### src/rtl/hf_subcarrier_rx.sv
// hf_subcarrier_rx: edge-filtered subcarrier detector with SSP bit serialiser
module hf_subcarrier_rx #(
  parameter int         ADC_W       = 8,
  parameter int         WIN_LOG2    = 4,
  parameter int         FRAME_LOG2  = 3,
  parameter logic [2:0] LISTEN_MODE = 3'b011
) (
  input  logic                ck_1356meg,
  input  logic                rst,
  input  logic [ADC_W-1:0]    adc_d,
  input  logic [2:0]          mod_type,
  input  logic [ADC_W+1:0]    edge_threshold,
  input  logic [WIN_LOG2-1:0] reset_phase,
  output logic                curbit,
  output logic                bit_valid,
  output logic                ssp_clk,
  output logic                ssp_frame,
  output logic                ssp_din
);
  localparam int CW = WIN_LOG2 + FRAME_LOG2;
  localparam int YW = ADC_W + 3;
  localparam logic [CW-1:0] FR_ON = CW'(2**(WIN_LOG2-1) - 1);
  localparam logic [CW-1:0] FR_OFF = CW'(2**WIN_LOG2 + 2**(WIN_LOG2-1) - 1);
  localparam logic [WIN_LOG2-1:0] PH_HALF = WIN_LOG2'(2**(WIN_LOG2-1));
  logic [CW-1:0] r_cnt;
  logic [ADC_W-1:0] r_x1, r_x2, r_x3, r_x4;
  logic signed [YW-1:0] r_fall_max, r_rise_min;
  logic r_curbit, r_bit_valid, r_ssp_clk, r_ssp_frame, r_sendbit, r_ssp_din;
  logic [WIN_LOG2-1:0] w_ph;
  logic signed [YW-1:0] w_y, w_thr, w_nthr;
  logic w_resolve;
  assign w_ph = r_cnt[WIN_LOG2-1:0];
  assign w_y = $signed({2'b00, r_x4, 1'b0}) + $signed({3'b000, r_x3})
             - $signed({2'b00, adc_d, 1'b0}) - $signed({3'b000, r_x1});
  assign w_thr = $signed({1'b0, edge_threshold});
  assign w_nthr = -w_thr;
  assign w_resolve = w_ph == reset_phase;
  assign curbit = r_curbit;
  assign bit_valid = r_bit_valid;
  assign ssp_clk = r_ssp_clk;
  assign ssp_frame = r_ssp_frame;
  assign ssp_din = r_ssp_din;
  // free-running sample counter and four-deep sample history
  always_ff @(posedge ck_1356meg) begin
    if (rst) begin
      r_cnt <= '0;
      {r_x1, r_x2, r_x3, r_x4} <= '0;
    end else begin
      r_cnt <= r_cnt + 1'b1;
      {r_x1, r_x2, r_x3, r_x4} <= {adc_d, r_x1, r_x2, r_x3};
    end
  end
  // track strongest edges each window and resolve the bit at reset_phase
  always_ff @(posedge ck_1356meg) begin
    if (rst) begin
      r_fall_max <= '0;
      r_rise_min <= '0;
      r_curbit <= 1'b0;
      r_bit_valid <= 1'b0;
    end else if (w_resolve) begin
      r_curbit <= (r_fall_max > w_thr) && (r_rise_min < w_nthr);
      r_fall_max <= '0;
      r_rise_min <= '0;
      r_bit_valid <= 1'b1;
    end else begin
      r_fall_max <= w_y > r_fall_max ? w_y : r_fall_max;
      r_rise_min <= w_y < r_rise_min ? w_y : r_rise_min;
      r_bit_valid <= 1'b0;
    end
  end
  // SSP clock, frame and data towards the ARM
  always_ff @(posedge ck_1356meg) begin
    if (rst) begin
      r_ssp_clk <= 1'b0;
      r_ssp_frame <= 1'b0;
      r_sendbit <= 1'b0;
      r_ssp_din <= 1'b0;
    end else begin
      r_ssp_clk <= w_ph == '0 ? 1'b1 : w_ph == PH_HALF ? 1'b0 : r_ssp_clk;
      r_ssp_frame <= r_cnt == FR_ON ? 1'b1 : r_cnt == FR_OFF ? 1'b0 : r_ssp_frame;
      r_sendbit <= w_ph == '0 ? (mod_type == LISTEN_MODE) && r_curbit : r_sendbit;
      r_ssp_din <= r_sendbit;
    end
  end
endmodule
### config.mk
export PLATFORM = sky130hd
export DESIGN_NAME = hf_subcarrier_rx
export DESIGN_NICKNAME = d
export VERILOG_FILES = /design/src/rtl/hf_subcarrier_rx.sv
export SDC_FILE = /design/constraint.sdc
export NUM_CORES = 1
export LEC_CHECK = 0
export ABC_AREA = 0
export BUFFER_PORTS_ARGS = -buffer_cell sky130_fd_sc_hd__buf_2
export CAP_MARGIN = 20
export CORE_UTILIZATION = 48
export CTS_CLUSTER_DIAMETER = 60
export DETAILED_ROUTE_END_ITERATION = 10
export PLACE_DENSITY = 0.75
export SLEW_MARGIN = 30
export SYNTH_ARGS = -nofsm -noshare
export SYNTH_HDL_FRONTEND = slang
export SYNTH_SLANG_ARGS = --single-unit
### constraint.sdc
create_clock -name ck_1356meg -period 4.9 [get_ports ck_1356meg]
set_input_delay 0.49 -clock ck_1356meg [delete_from_list [all_inputs] [get_ports ck_1356meg]]
set_output_delay 0.49 -clock ck_1356meg [all_outputs]
set_load 0.05 [all_outputs]
Word level (Yosys, flattened, before mapping)
Index checks and enable logic that the tools add are counted.
- mux-type cells: 5
- $lt $le $gt $ge: 4
- equality and inequality tests: 5
- add/sub/neg operators: 5
- reductions and logical operators: 6
- operators with widths (operator ; number):
    $gt A11 B11 Y1 ; 2
    $lt A11 B11 Y1 ; 2
    $neg A10 Y11 ; 1
    $sub A10 B9 Y11 ; 1
    $sub A11 B9 Y11 ; 1
    $add A9 B8 Y10 ; 1
    $add A7 B1 Y7 const B ; 1
    $eq A7 B3 Y1 const B ; 1
    $eq A7 B5 Y1 const B ; 1
    $mux W1 ; 5
    $eq A4 B4 Y1 ; 1
    $eq A4 B4 Y1 const B ; 1
    $logic_not A4 Y1 ; 1
    $reduce_bool A2 Y1 ; 2
    $eq A3 B2 Y1 const B ; 1
    $logic_and A1 B1 Y1 ; 2
    $reduce_or A2 Y1 ; 1
- word-level logic and storage cells: 38
- input bits: 27
- register bits after elaboration: 67

Depth between registers and ports, before layout
- word-level depth: 4
- depth in mapped cells: 18
- gate-level depth less buffers: 17

Least setup slack after synthesis
No wires, ideal clock.
- path kind: input to register
- start point: input port adc_d[5]
- end point: register r_fall_max[5]
- data arrival time: 4407 ps
- path slack: 366 ps
- required time: 4772 ps
- stages: 16
- library setup time: 128 ps
- cell sequence: fa_1 > fa_1 > inv_1 > ha_1 > a21o_1 > a221o_1 > a31o_2 > xor2_1 > ha_1 > a21o_1 > a2111o_1 > a221oi_2 > a221oi_4 > buf_8 > mux2i_1 > nor2_1
- cells in the longest elaborated chain, start to end: 3
- ends and longest elaborated chain (element ; RTL line ; source):
    from (decl) ; 10 ; input logic [ADC_W-1:0] adc_d,
    $sub A10 B9 Y11 ; 34 ; - $signed({2'b00, adc_d, 1'b0}) - $signed({3'b000, r_x1});
    $sub A11 B9 Y11 ; 34 ;
    via w_y[8] ; 30 ; logic signed [YW-1:0] w_y, w_thr, w_nthr;
    $gt A11 B11 Y1 ; 66 ; r_fall_max <= w_y > r_fall_max ? w_y : r_fall_max;
    to (signal assigned) ; 66 ;
    to (decl) ; 27 ; logic signed [YW-1:0] r_fall_max, r_rise_min;
The timed path passes the listed nets, and every way through them passes these cells.
A chain may end at the register's enable or synchronous reset.

Final worst setup path
- start point: register r_x3[6]
- end point: register r_fall_max[2]
- cells in the longest elaborated chain, start to end: 4
- ends and longest elaborated chain (element ; RTL line ; source):
    from (decl) ; 26 ; logic [ADC_W-1:0] r_x1, r_x2, r_x3, r_x4;
    from (signal assigned) ; 50 ; {r_x1, r_x2, r_x3, r_x4} <= {adc_d, r_x1, r_x2, r_x3};
    $add A9 B8 Y10 ; 33 ; assign w_y = $signed({2'b00, r_x4, 1'b0}) + $signed({3'b000, r_x3})
    $sub A10 B9 Y11 ; 34 ;
    $sub A11 B9 Y11 ; 34 ;
    via w_y[8] ; 30 ;
    $gt A11 B11 Y1 ; 66 ;
The timed path passes the listed nets, and every way through them passes these cells.

==> out/results.ini <==
[sta]
slew_viol_final=0
setup-tns-final_ns=0
fin_skew_ns=0.00977
period_needed_ns=4.47
tightest_slew_ns=0.902
rsz0062_at_grt=no
hold_ws_ns=0.313
setup_viol=0
fmax_mhz=223
slew_headroom=0.399
finalHoldViolations=0
timing.final.crit_share=0.913

[logic_synthesis]
synth_top_area_frac=0.319
async_flop_share=0
synth_edf_count=0
postSynthAreaPerCell_sq_um=9.05
syn_nets=562
synth.ff_latch_count=67
synth_ff_type=dfxtp_1
syn_inst=464
synth.area.top_cells=dfxtp_1 32%, ha_1 17%, inv_1 6.3%, fa_1 6.2%, nor2b_1 4.9%
yosysTopAreaCell=dfxtp_1
ys_warn_count=0
ys_seq_area_frac=0.319
synthesis.area_sq_um=4200
ys_types=45

[die]
core_sq_um=8340
rows=33
die_w_um=95.5
dieArea_sq_um=9130
ios=32
initial_core_util=0.503
die_h_um=95.5

[finish]
synthToLayoutAreaGrowth_pct=11.6
nNetsFinal=600
drive_above_1_share=0.124
antenna_cells=0
postLayoutCoreUtil=0.562

[critical_path]
slowest_stage=fa_1
cpPeakStageDelay_ns=0.51
worstRegToRegCells=17
cp_max_fo=14
cp_cell_sequence=inv_1 > fa_1 > fa_1 > inv_1 > ha_1 > and3_1 > a221o_1 > a31o_2 > xor2_1 > ha_1 > a21o_1 > a2111o_1 > a221oi_2 > a221oi_4 > buf_4 > mux2i_1 > nor2_1
critPathKind=flip-flop to flip-flop
required_ns=5.10
cp-start-kind=flip-flop
arrival_ns=4.68
end_kind=flip-flop

[global_routing]
grt_max_degree=46
antenna_found_initial=0
grt_pass1_vias=3070
grt_pass1_wl_mm=13.5
grt_use_total=0.192
overflow=0

[detailed_routing]
vias=3150
antenna_left=0
viasPerCell=5.15
drt_iter0_markers=94
wl_per_cell_um=12.7
firstDrtPassIters=4
drc_errors=0
drt_wl_total_mm=7.76

[job]
drv_cap=0

[power]
ir_worst_vdd_mv=0.231
p_per_area_nw_per_um2=484
total_power_uw=2270
p_leak_uw=0.00222

[clock_network]
cts-root-buf=clkbuf_8
cts.clk_slew.worst_paths_ns=0.08
clk_latency_ns=0.35
cts_tree=yes
htreeDepth=3
cts_hold_buf=0
ctsLongestPathBuffers=2
postCtsSetupBuffers=0
clock-sinks=67
cts_resized=0
cts_buffers=9

[worst_hold_path]
hold_path_class=input port to flip-flop
hold_depth=2

[placed_design]
portBuffers=31
dpl.hpwl_mm=6.18
place.gp.congestion=0.866

[run_status]
status=complete, no violations

[registers in the layout (all words and copies together), names as in the netlist]
register and count:
r_x3 8, r_x2 8, r_sendbit 1, curbit 1
ssp_clk 1, r_cnt 7, ssp_frame 1, bit_valid 1
ssp_din 1, r_rise_min 11, r_x1 8, r_x4 8
r_fall_max 11
[worst paths after layout]
path / startpoint / end / slack [ns]
setup / recovery: r_x3[6] / r_fall_max[2] / 0.43
setup reg to reg: r_x3[6] / r_fall_max[2] / 0.43
hold reg to reg: r_x2[7] / r_x3[7] / 0.44
hold / removal: mod_type[2] / r_sendbit / 0.31
[Yosys cell counts, types with 10 or more instances]
| cell type | count |
|---|---|
| dfxtp_1 | 67 |
| fa_1 | 13 |
| o21ai_0 | 11 |
| a21oi_1 | 18 |
| inv_1 | 71 |
| ha_1 | 58 |
| mux2i_1 | 19 |
| nand3_1 | 10 |
| nor2b_1 | 33 |
| xnor2_1 | 13 |
| nor2_1 | 45 |
| nand2_1 | 17 |
[per-stage QoR]
step / worst slack (ns) / area [sq um] / cells
after floorplan: 0.366 / 4200 / 464
after global placement: 0.266 / 4480 / 596
after detailed placement: 0.121 / 4480 / 596
after CTS: 0.395 / 4690 / 612
after global routing: 0.158 / 4690 / 612
final: 0.426 / 4690 / 612
[cell usage in the layout (no fill, tap or decap), types with 4 or more instances in the layout]
cell / Yosys / final
inv_1: 71 / 71
dfxtp_1: 67 / 67
ha_1: 58 / 58
nor2_1: 45 / 45
nor2b_1: 33 / 33
buf_2: 1 / 31
mux2i_1: 19 / 19
a21oi_1: 18 / 18
nand2_1: 17 / 17
xnor2_1: 13 / 13
fa_1: 13 / 13
o21ai_0: 11 / 11
nand3_1: 10 / 10
clkbuf_8: 0 / 10
nand4_1: 9 / 9
a21o_1: 8 / 8
nor3_1: 7 / 7
xor2_1: 7 / 7
buf_4: 0 / 7
nor4_1: 4 / 4
a211oi_1: 4 / 4
or3_1: 4 / 4
[cell type report]
| class | instances | area (sq um) |
|---|---|---|
| Clock buffer | 10 | 138 |
| Fill cell | 781 | 3650 |
| Clock inverter | 6 | 65.1 |
| Sequential cell | 67 | 1340 |
| Multi-Input combinational cell | 315 | 2540 |
| Timing Repair Buffer | 38 | 208 |
| Inverter | 71 | 267 |
| Tap cell | 105 | 131 |
[logic make-up (layout without fill, tap and decap cells)]
group,Yosys count,count (layout),share of synthesized area
XOR/XNOR,20,20,0.0417
buffers and inverters,82,125,0.0763
AND/OR/NAND/NOR,141,141,0.173
AO/OA/AOI/OAI,64,64,0.109
flip-flops,67,67,0.319
multiplexers,19,19,0.0453
adder cells (fa/ha/maj),71,71,0.235
[where the power goes]
part / total (uW) / leakage (uW) / switching, uW / internal, uW
Clock: 465 / 0.000102 / 217 / 248
Combinational: 1080 / 0.00157 / 597 / 483
Sequential: 723 / 0.000550 / 83.5 / 639
Total: 2270 / 0.00222 / 898 / 1370
[worst max-delay path, delay by kind of cell (launching register included)]
kind / cells / cell delay (ns)
xor gates and xnor gates: 1 / 0.19
DFF: 1 / 0.31
buffers and inverters: 3 / 0.31
adders and majority gates: 4 / 1.59
muxes: 1 / 0.18
and+or+nand+nor: 2 / 0.29
AOI/OAI and AO/OA: 6 / 1.46
[metal layers]
layer	vias up	wire length, um	GRT usage
li1	1644	-	-
met1	1467	3690	0.228
met2	29	3750	0.333
met3	10	205	0.0415
met4	0	115	0.0771
met5	-	0	0
Power figures use the tool's default switching activity.
